<file path="src/rtl/mem_port_arbiter_pkg.sv">
// Shared types for the unified-memory data-port arbiter.
// Request beats are packed structs so one bus carries a whole beat.
package mem_arb_pkg;

   localparam int XLEN = 32;

   typedef struct packed {
      logic            we;
      logic [3:0]      mask;
      logic [XLEN-1:0] addr;
      logic [XLEN-1:0] wdata;
      logic            lock;
   } mem_req_t;

   typedef enum logic {
      IDLE   = 1'b0,
      LOCKED = 1'b1
   } arb_state_e;

endpackage

</file>
<file path="src/rtl/mem_port_arbiter_if.sv">
// Requester and memory-side bundle of the data-port arbiter.
// The slave side is the arbiter; the master side is requesters plus memory.
interface mem_port_arbiter_if
   import mem_arb_pkg::*;
#(
   parameter int NUM_REQ = 2
);

   logic [NUM_REQ-1:0]            req_valid;
   logic [NUM_REQ-1:0]            req_ready;
   mem_req_t [NUM_REQ-1:0]        req;
   logic [NUM_REQ-1:0]            rsp_valid;
   logic [NUM_REQ-1:0][XLEN-1:0]  rsp_rdata;

   logic                          mem_we;
   logic [3:0]                    mem_mask;
   logic [XLEN-1:0]               mem_addr;
   logic [XLEN-1:0]               mem_data_in;
   logic [XLEN-1:0]               mem_data_out;

   modport master (
      output req_valid, req, mem_data_out,
      input  req_ready, rsp_valid, rsp_rdata,
      input  mem_we, mem_mask, mem_addr, mem_data_in
   );

   modport slave (
      input  req_valid, req, mem_data_out,
      output req_ready, rsp_valid, rsp_rdata,
      output mem_we, mem_mask, mem_addr, mem_data_in
   );

endinterface

</file>
<file path="src/rtl/mem_port_arbiter_rr_pick.sv">
// Rotating-priority picker: first valid index after ptr, wrapping; pure combinational.
// No state and no backpressure; the caller decides whether the pick is used.
module rr_pick #(
   parameter int NUM_REQ = 2,
   parameter int PW      = (NUM_REQ > 1) ? $clog2(NUM_REQ) : 1
) (
   input  logic [NUM_REQ-1:0] valid,
   input  logic [PW-1:0]      ptr,
   output logic [NUM_REQ-1:0] grant,
   output logic               any
);

   logic [PW-1:0] idx;

   always_comb begin
      grant = '0;
      any   = 1'b0;
      idx   = '0;
      // Scan ptr+1 .. ptr+NUM_REQ so the last winner has lowest priority.
      for (int k = 1; k <= NUM_REQ; k++) begin
         idx = PW'((int'(ptr) + k) % NUM_REQ);
         if (!any && valid[idx]) begin
            grant[idx] = 1'b1;
            any        = 1'b1;
         end
      end
   end

endmodule

</file>
<file path="src/rtl/mem_port_arbiter.sv">
// Round-robin arbiter for the unified memory data port with bounded lock; grant is same-cycle,
// response exactly one cycle after each grant; responses cannot be stalled by requesters.
module mem_port_arbiter
   import mem_arb_pkg::*;
#(
   parameter int NUM_REQ  = 2,
   parameter int MAX_LOCK = 16
) (
   input logic               clk,
   input logic               rst,
   mem_port_arbiter_if.slave bus
);

   localparam int PW = (NUM_REQ > 1) ? $clog2(NUM_REQ) : 1;
   localparam int CW = $clog2(MAX_LOCK + 1);

   arb_state_e         state;
   arb_state_e         state_nxt;
   logic [PW-1:0]      rr_ptr;
   logic [PW-1:0]      owner;
   logic [CW-1:0]      lock_cnt;
   logic               lock_expired;

   logic [NUM_REQ-1:0] rr_grant;
   logic               rr_any;
   logic [NUM_REQ-1:0] grant;
   logic               gnt_any;
   logic [PW-1:0]      gnt_idx;
   mem_req_t           gnt_req;

   logic               rsp_pend;
   logic               rsp_is_read;
   logic [PW-1:0]      rsp_owner;

   rr_pick #(
      .NUM_REQ (NUM_REQ),
      .PW      (PW)
   ) u_rr_pick (
      .valid (bus.req_valid),
      .ptr   (rr_ptr),
      .grant (rr_grant),
      .any   (rr_any)
   );

   assign lock_expired = (state == LOCKED) && (lock_cnt == CW'(MAX_LOCK));

   // State register
   always_ff @(posedge clk) begin
      if (rst) begin
         state <= IDLE;
      end else begin
         state <= state_nxt;
      end
   end

   // Next-state logic
   always_comb begin
      state_nxt = state;
      case (state)
         IDLE: begin
            if (gnt_any && gnt_req.lock) begin
               state_nxt = LOCKED;
            end
         end
         LOCKED: begin
            if (lock_expired || (gnt_any && !gnt_req.lock)) begin
               state_nxt = IDLE;
            end
         end
         default: state_nxt = IDLE;
      endcase
   end

   // Output logic: grant vector and the beat steered onto the memory port
   always_comb begin
      grant   = '0;
      gnt_any = 1'b0;
      gnt_idx = '0;
      if (!rst) begin
         if (state == IDLE) begin
            grant   = rr_grant;
            gnt_any = rr_any;
         end else if (bus.req_valid[owner] && !lock_expired) begin
            grant[owner] = 1'b1;
            gnt_any      = 1'b1;
         end
      end
      for (int i = 0; i < NUM_REQ; i++) begin
         if (grant[i]) begin
            gnt_idx = PW'(i);
         end
      end
      gnt_req = gnt_any ? bus.req[gnt_idx] : '0;
   end

   assign bus.req_ready   = grant;
   assign bus.mem_we      = gnt_req.we;
   assign bus.mem_mask    = gnt_req.mask;
   assign bus.mem_addr    = gnt_req.addr;
   assign bus.mem_data_in = gnt_req.wdata;

   // Pointer, lock bookkeeping and the one-deep response pipeline
   always_ff @(posedge clk) begin
      if (rst) begin
         rr_ptr      <= PW'(NUM_REQ - 1);
         owner       <= '0;
         lock_cnt    <= '0;
         rsp_pend    <= 1'b0;
         rsp_is_read <= 1'b0;
         rsp_owner   <= '0;
      end else begin
         rsp_pend    <= gnt_any;
         rsp_is_read <= gnt_any && !gnt_req.we;
         rsp_owner   <= gnt_idx;

         // An expired lock hands priority to everyone after the owner.
         if (gnt_any) begin
            rr_ptr <= gnt_idx;
         end else if (lock_expired) begin
            rr_ptr <= owner;
         end

         if (state == IDLE) begin
            if (gnt_any && gnt_req.lock) begin
               owner    <= gnt_idx;
               lock_cnt <= CW'(1);
            end
         end else if (state_nxt == IDLE) begin
            lock_cnt <= '0;
         end else begin
            lock_cnt <= lock_cnt + CW'(1);
         end
      end
   end

   always_comb begin
      bus.rsp_valid = '0;
      bus.rsp_rdata = '0;
      for (int i = 0; i < NUM_REQ; i++) begin
         if (!rst && rsp_pend && (rsp_owner == PW'(i))) begin
            bus.rsp_valid[i] = 1'b1;
            bus.rsp_rdata[i] = rsp_is_read ? bus.mem_data_out : '0;
         end
      end
   end

   always_ff @(posedge clk) begin
      if (!rst) begin
         assert ($onehot0(grant));
      end
   end

endmodule
</file>
<file path="src/flat_wrapper.sv">
// flat-port wrapper written by rule: the top's interface ports become plain ports
module mem_port_arbiter_flat import mem_arb_pkg::*;
#(
   parameter int NUM_REQ  = 2,
   parameter int MAX_LOCK = 16
)
  (clk, rst, bus_req_valid, bus_req, bus_mem_data_out, bus_req_ready, bus_rsp_valid, bus_rsp_rdata, bus_mem_we, bus_mem_mask, bus_mem_addr, bus_mem_data_in);
  mem_port_arbiter_if #(.NUM_REQ(NUM_REQ)) bus_i ();
  input logic clk;
  input logic rst;
  input wire logic [$bits(bus_i.req_valid)-1:0] bus_req_valid;
  input wire logic [$bits(bus_i.req)-1:0] bus_req;
  input wire logic [$bits(bus_i.mem_data_out)-1:0] bus_mem_data_out;
  output wire logic [$bits(bus_i.req_ready)-1:0] bus_req_ready;
  output wire logic [$bits(bus_i.rsp_valid)-1:0] bus_rsp_valid;
  output wire logic [$bits(bus_i.rsp_rdata)-1:0] bus_rsp_rdata;
  output wire logic [$bits(bus_i.mem_we)-1:0] bus_mem_we;
  output wire logic [$bits(bus_i.mem_mask)-1:0] bus_mem_mask;
  output wire logic [$bits(bus_i.mem_addr)-1:0] bus_mem_addr;
  output wire logic [$bits(bus_i.mem_data_in)-1:0] bus_mem_data_in;
  assign bus_i.req_valid = bus_req_valid;
  assign bus_i.req = bus_req;
  assign bus_i.mem_data_out = bus_mem_data_out;
  assign bus_req_ready = bus_i.req_ready;
  assign bus_rsp_valid = bus_i.rsp_valid;
  assign bus_rsp_rdata = bus_i.rsp_rdata;
  assign bus_mem_we = bus_i.mem_we;
  assign bus_mem_mask = bus_i.mem_mask;
  assign bus_mem_addr = bus_i.mem_addr;
  assign bus_mem_data_in = bus_i.mem_data_in;
  mem_port_arbiter #(.NUM_REQ(NUM_REQ), .MAX_LOCK(MAX_LOCK)) u_core (.clk(clk), .rst(rst), .bus(bus_i));
endmodule
</file>
<file path="config.mk">
export PLATFORM = sky130hd
export DESIGN_NAME = mem_port_arbiter_flat
export DESIGN_NICKNAME = d
export VERILOG_FILES = /design/src/rtl/mem_port_arbiter_pkg.sv /design/src/rtl/mem_port_arbiter_if.sv /design/src/rtl/mem_port_arbiter_rr_pick.sv /design/src/rtl/mem_port_arbiter.sv /design/src/flat_wrapper.sv
export SDC_FILE = /design/constraint.sdc
export NUM_CORES = 1
export LEC_CHECK = 0
export CAP_MARGIN = 10
export CORE_AREA = 2 2 123 125
export DETAILED_ROUTE_END_ITERATION = 8
export DIE_AREA = 0 0 125 127
export GPL_TIMING_DRIVEN = 0
export SLEW_MARGIN = 20
export SYNTH_ARGS = -nofsm -noshare
export SYNTH_HDL_FRONTEND = slang
export SYNTH_SLANG_ARGS = --single-unit
</file>
<file path="constraint.sdc">
create_clock -name clk -period 6.4 [get_ports clk]
set_clock_uncertainty 0.2 [all_clocks]
set_input_delay 1.92 -clock clk [delete_from_list [all_inputs] [get_ports clk]]
set_output_delay 1.92 -clock clk [all_outputs]
set_load 0.05 [all_outputs]
</file>
Word-level counts from Yosys, hierarchy flattened:

Index checks and enable logic that the tools add are counted.

* bits of input ports: 176
* register bits after elaboration: 11
* logic and storage cells: 81

* multiplexer cells: 39
* order comparisons: 7
* reduce and logical (&&, ||, !) cells: 21
* equal/unequal tests: 1
* $add $sub $neg: 3
* bitwise gates (word level): 3

Operators by type and width (count)
* $mux 70: 3
* $mux 32: 3
* $mux 1: 21
* $mux 5: 3
* $logic_and 1x1->1: 12
* $mux 2: 5
* $lt 1x2->1 const B: 4
* $add 5x1->5 const B: 1
* $eq 5x5->1 const B: 1
* $logic_not 1->1: 5
* $reduce_bool 2->1: 2
* $demux 1 s1: 3
* $ge 1x1->1 const B: 3
* $add 1x1->1 const B: 2
* $not 1->1: 2
* $or 2x2->2: 1
* $pmux 1 s2: 1
* $reduce_and 2->1: 1
* $logic_or 1x1->1: 1

Longest topological paths before layout:

* word-level depth: 21
* depth in mapped cells: 9

By module:

A second synthesis with hierarchy kept.

* cells, all modules: 414
* area total of the unflattened synthesis: 2042.0 um2

Modules (own cells, without submodules)
* mem_port_arbiter: seq. area each 220.2 um2, times used 1, area each 2016.9 um2, cells each 410
* rr_pick: seq. area each 0.0 um2, times used 1, area each 25.0 um2, cells each 4

Worst setup path before layout:

OpenSTA, ideal clock, no wires.

* kind: input port to output port
* start point: input port bus_req_valid[1]
* end point: output port bus_req_ready[0]
* arrival time: 4202 ps
* stages on the path: 4
* data required time: 4280 ps
* setup slack: 78 ps
* path buffers: 1
* cell sequence: a21boi_1 -> mux2_4 -> clkbuf_1 -> nor4b_1

* word-level cells in the longest chain between the ends: 8

RTL lines
* start: declaration: line flat_wrapper.sv:11 `input wire logic [$bits(bus_i.req_valid)-1:0] bus_req_valid;`
* $mux 1 (not written as such) (2 in series): line mem_port_arbiter_rr_pick.sv:22 `if (!any && valid[idx]) begin`
* $mux 1: line mem_port_arbiter_rr_pick.sv:22
* $logic_not 1->1: line mem_port_arbiter_rr_pick.sv:22
* $logic_and 1x1->1: line mem_port_arbiter_rr_pick.sv:22
* $mux 2: line mem_port_arbiter_rr_pick.sv:22
* $mux 2 (*): line mem_port_arbiter.sv:80 `if (state == IDLE) begin`
* $mux 2 (*): line mem_port_arbiter.sv:79 `if (!rst) begin`
* end: declaration: line flat_wrapper.sv:14 `output wire logic [$bits(bus_i.req_ready)-1:0] bus_req_ready;`

Mark *: on every way between the ends. The rest lies on a longest branch, timed or not. The select of a mux whose other input is x is not followed.

Worst setup path after layout:

* start point: input port bus_req_valid[1]
* end point: output port bus_mem_data_in[20]

* word-level cells in the longest chain between the ends: 12

RTL lines
* $mux 1 (not written as such) (2 in series): line mem_port_arbiter_rr_pick.sv:22
* $mux 1: line mem_port_arbiter_rr_pick.sv:22
* $logic_not 1->1: line mem_port_arbiter_rr_pick.sv:22
* $logic_and 1x1->1: line mem_port_arbiter_rr_pick.sv:22
* $mux 2: line mem_port_arbiter_rr_pick.sv:22
* $mux 2: line mem_port_arbiter.sv:80
* $mux 2: line mem_port_arbiter.sv:79
* $mux 1: line mem_port_arbiter.sv:89 `if (grant[i]) begin`
* $mux 70 (not written as such) (2 in series): line mem_port_arbiter.sv:93 `gnt_req = gnt_any ? bus.req[gnt_idx] : '0;`
* $mux 70 (*): line mem_port_arbiter.sv:93
* end: declaration: line flat_wrapper.sv:20 `output wire logic [$bits(bus_i.mem_data_in)-1:0] bus_mem_data_in;`

Marked as above.

==> impl_metrics.env <==
export IMPL_holdPathStages=2
export IMPL_postSynth_asyncResetShare_pct=0
export IMPL_vias=3459
export IMPL_initial_utilization_pct=13.7
export IMPL_synth_seq_area_share_pct=11.1
export IMPL_synth_ff_type="dfxtp_1"
export IMPL_yosys_warnings=0
export IMPL_cellPowerDensity_nw_per_um2=115
export IMPL_path_depth=7
export IMPL_startpoint="bus_req_valid[1]"
export IMPL_hp_class="reg -> reg"
export IMPL_crit_slowest_cell="dlygate4sd2_1"
export IMPL_route_final_wire_length_um=13200
export IMPL_fin_crit_ns=6.30
export IMPL_finalCritPeriodShare_pct=98.5
export IMPL_post_place_cells=775
export IMPL_p_seq_share_pct=12.1
export IMPL_p_leak_nw=3.02
export IMPL_numCtsBuffers=3
export IMPL_grt_max_degree=11
export IMPL_max_slew_margin_pct=63.8
export IMPL_required_ns=4.28
export IMPL_first_pass_iters=4
export IMPL_antenna_cells=0
export IMPL_antenna_found_initial=0
export IMPL_port_buffers=312
export IMPL_status="complete, no violations"
export IMPL_ys_ff_latch=11
export IMPL_ir_drop_uv=80.6
export IMPL_post_cts_buffers=0
export IMPL_clk_pin_slew_ns=0.04
export IMPL_final_area_um2=5500
export IMPL_critPathMaxFanout=10
export IMPL_drc_errors=0
export IMPL_clkLatencyLatePin_ns=0.24
export IMPL_worst_pin_slew_ns=0.541
export IMPL_worst_r2r_cell_count=9
export IMPL_htree_levels=1
export IMPL_crit_family="buffers and inverters"
export IMPL_tns_ns=0
export IMPL_grt_pass1_vias=3337
export IMPL_antenna_left=0
export IMPL_layout_cells_non_filler=779
export IMPL_clock_sinks=11
export IMPL_synth_edf_count=0
export IMPL_fmax_mhz=159
export IMPL_die_h_um=127
export IMPL_tritoncts="done"
export IMPL_final_nets=774
export IMPL_fp_row_count=44
export IMPL_critPathMaxStageDelay_ns=0.53
export IMPL_p_int_mw=0.350
export IMPL_place_ws_ns=-0.482
export IMPL_grt_pass1_wl_um=19100
export IMPL_crit_arrival_ns=4.18
export IMPL_min_delay_start="u_core.lock_cnt[4]"
export IMPL_pwr_share_comb_pct=69.9
export IMPL_drive_above_1_share_pct=24.5
export IMPL_p_switching_mw=0.281
export IMPL_crit_path_start_kind="primary input"
export IMPL_final_common_cell="clkdlybuf4s50_1"
export IMPL_finalSetupViolations=0
export IMPL_power_share_clock_pct=18.0
export IMPL_worstPathCellList="clkdlybuf4s50_1, a21boi_1, nor2b_1, o21ai_4, buf_2, o221a_2, dlygate4sd2_1"
export IMPL_setup_ws_ns=0.0989
export IMPL_cts_root_buf="clkbuf_16"
export IMPL_wire_per_inst_um=17.0
export IMPL_cp_end_kind="output pin"
export IMPL_worstReg2RegStart="u_core.lock_cnt[0]"
export IMPL_place_area_um2=5330
export IMPL_critical_path_class="in -> out"
export IMPL_dieArea_um2=15900
export IMPL_place_gp_congestion=0.891
export IMPL_cap_violations=0
export IMPL_synth_nets=457
export IMPL_sw_frac_of_total_pct=44.6
export IMPL_avgSynthCellArea_um2=7.09
export IMPL_grt_usage_pct=14.9
export IMPL_die_w_um=125
export IMPL_hpwl_um=11000
export IMPL_clockBufferDepth=2
export IMPL_hold_viol_final=0
export IMPL_vias_per_cell=4.44
export IMPL_overflow=0
export IMPL_top_level_ports=313
export IMPL_netlist_area_um2=1980
export IMPL_drtIter0Drc=186
export IMPL_final_cell_mix="clkdlybuf4s50_1 (182), nor2_1 (74), o221a_2 (67), dlymetal6s2s_1 (55), nand2_1 (39)"
export IMPL_synth_distinct_cells=32
export IMPL_netlist_instances=279
export IMPL_area_delta_synth_final_pct=178
export IMPL_core_um2=14400
export IMPL_fillCellCount=1476
export IMPL_slew_viol_final=0
export IMPL_path_buf_inv=3
final timing paths:
check        slack, ns                  end
max                0.1  bus_mem_data_in[20]
min               0.31   u_core.lock_cnt[4]
max reg2reg       4.10   u_core.lock_cnt[1]
min reg2reg       0.31   u_core.lock_cnt[4]
cells in the mapped netlist, types with 2 or more instances:
cell,n,area [µm²]
dfxtp_1,11,220
clkbuf_1,17,63.8
buf_2,8,40.0
o21ai_0,5,25.0
nor2b_1,5,31.3
nor2_1,74,278
nand3_1,4,20.0
nand2_1,39,146
buf_4,10,75.1
mux2_4,2,30.0
inv_1,5,18.8
and2_1,3,18.8
ha_1,2,25.0
mux2i_1,5,50.1
o221a_2,67,754
a21oi_1,6,30.0
tightest hold or removal path: stages (launching register included):
cell     delay, ns
dfxtp_1       0.34
nand2_1       0.07
a21oi_1       0.05
cell type report:
| type | count | area (µm²) | share of cell area [%] |
|---|---|---|---|
| repair buffers | 312 | 3210 | 58.3 |
| flip-flops and latches | 11 | 220 | 4.00 |
| multi-input cells | 226 | 1550 | 28.1 |
| clock buffers | 4 | 78.8 | 1.43 |
| well taps | 184 | 230 | 4.18 |
| plain buffers | 36 | 199 | 3.61 |
| inverters | 6 | 22.5 | 0.409 |
timing repair:
item | 4_1_cts | 5_1_grt
gates resized for setup | 136 | 116
hold buffers | 0 | 0
endpoints found under the setup margin | 103 | 115
flip-flops by register name (all words and copies together) (netlist names):
signal              flops
u_core.owner            1
u_core.rsp_owner        1
u_core.state            1
u_core.rsp_is_read      1
u_core.lock_cnt         5
u_core.rr_ptr           1
u_core.rsp_pend         1
power by group through the flow:
stage	Combinational, mW	Clock (mW)	Sequential, mW
after floorplan	0.250	0	0.0762
after global placement	0.459	0	0.0770
after detailed placement	0.460	0	0.0773
after CTS	0.443	0.116	0.0761
after global routing	0.464	0.118	0.0769
final	0.441	0.114	0.0762
stage by stage:
stage	util (%)	power (mW)	hold WS [ns]
global route	38.2	0.659	0.340
detailed placement	37.0	0.537	0.294
finish	38.2	0.631	0.308
global placement	37.0	0.536	0.286
floorplan	-	0.326	0.264
CTS	37.4	0.635	0.302
per-layer routing:
metal	up-vias	GRT usage, %	wire length (µm)
met3	14	2.01	681
li1	1682	-	-
met4	0	1.57	125
met5	-	0	0
met1	1627	19.0	5450
met2	136	27.5	6970
logic make-up after synthesis:
logic type,synth area share (%)
AOI/OAI and AO/OA,43.5
muxes,4.05
buffers and inverters,10.7
DFF,11.1
adders and majority gates,1.26
and+or+nand+nor,29.3
Power figures use the tool's default switching activity.
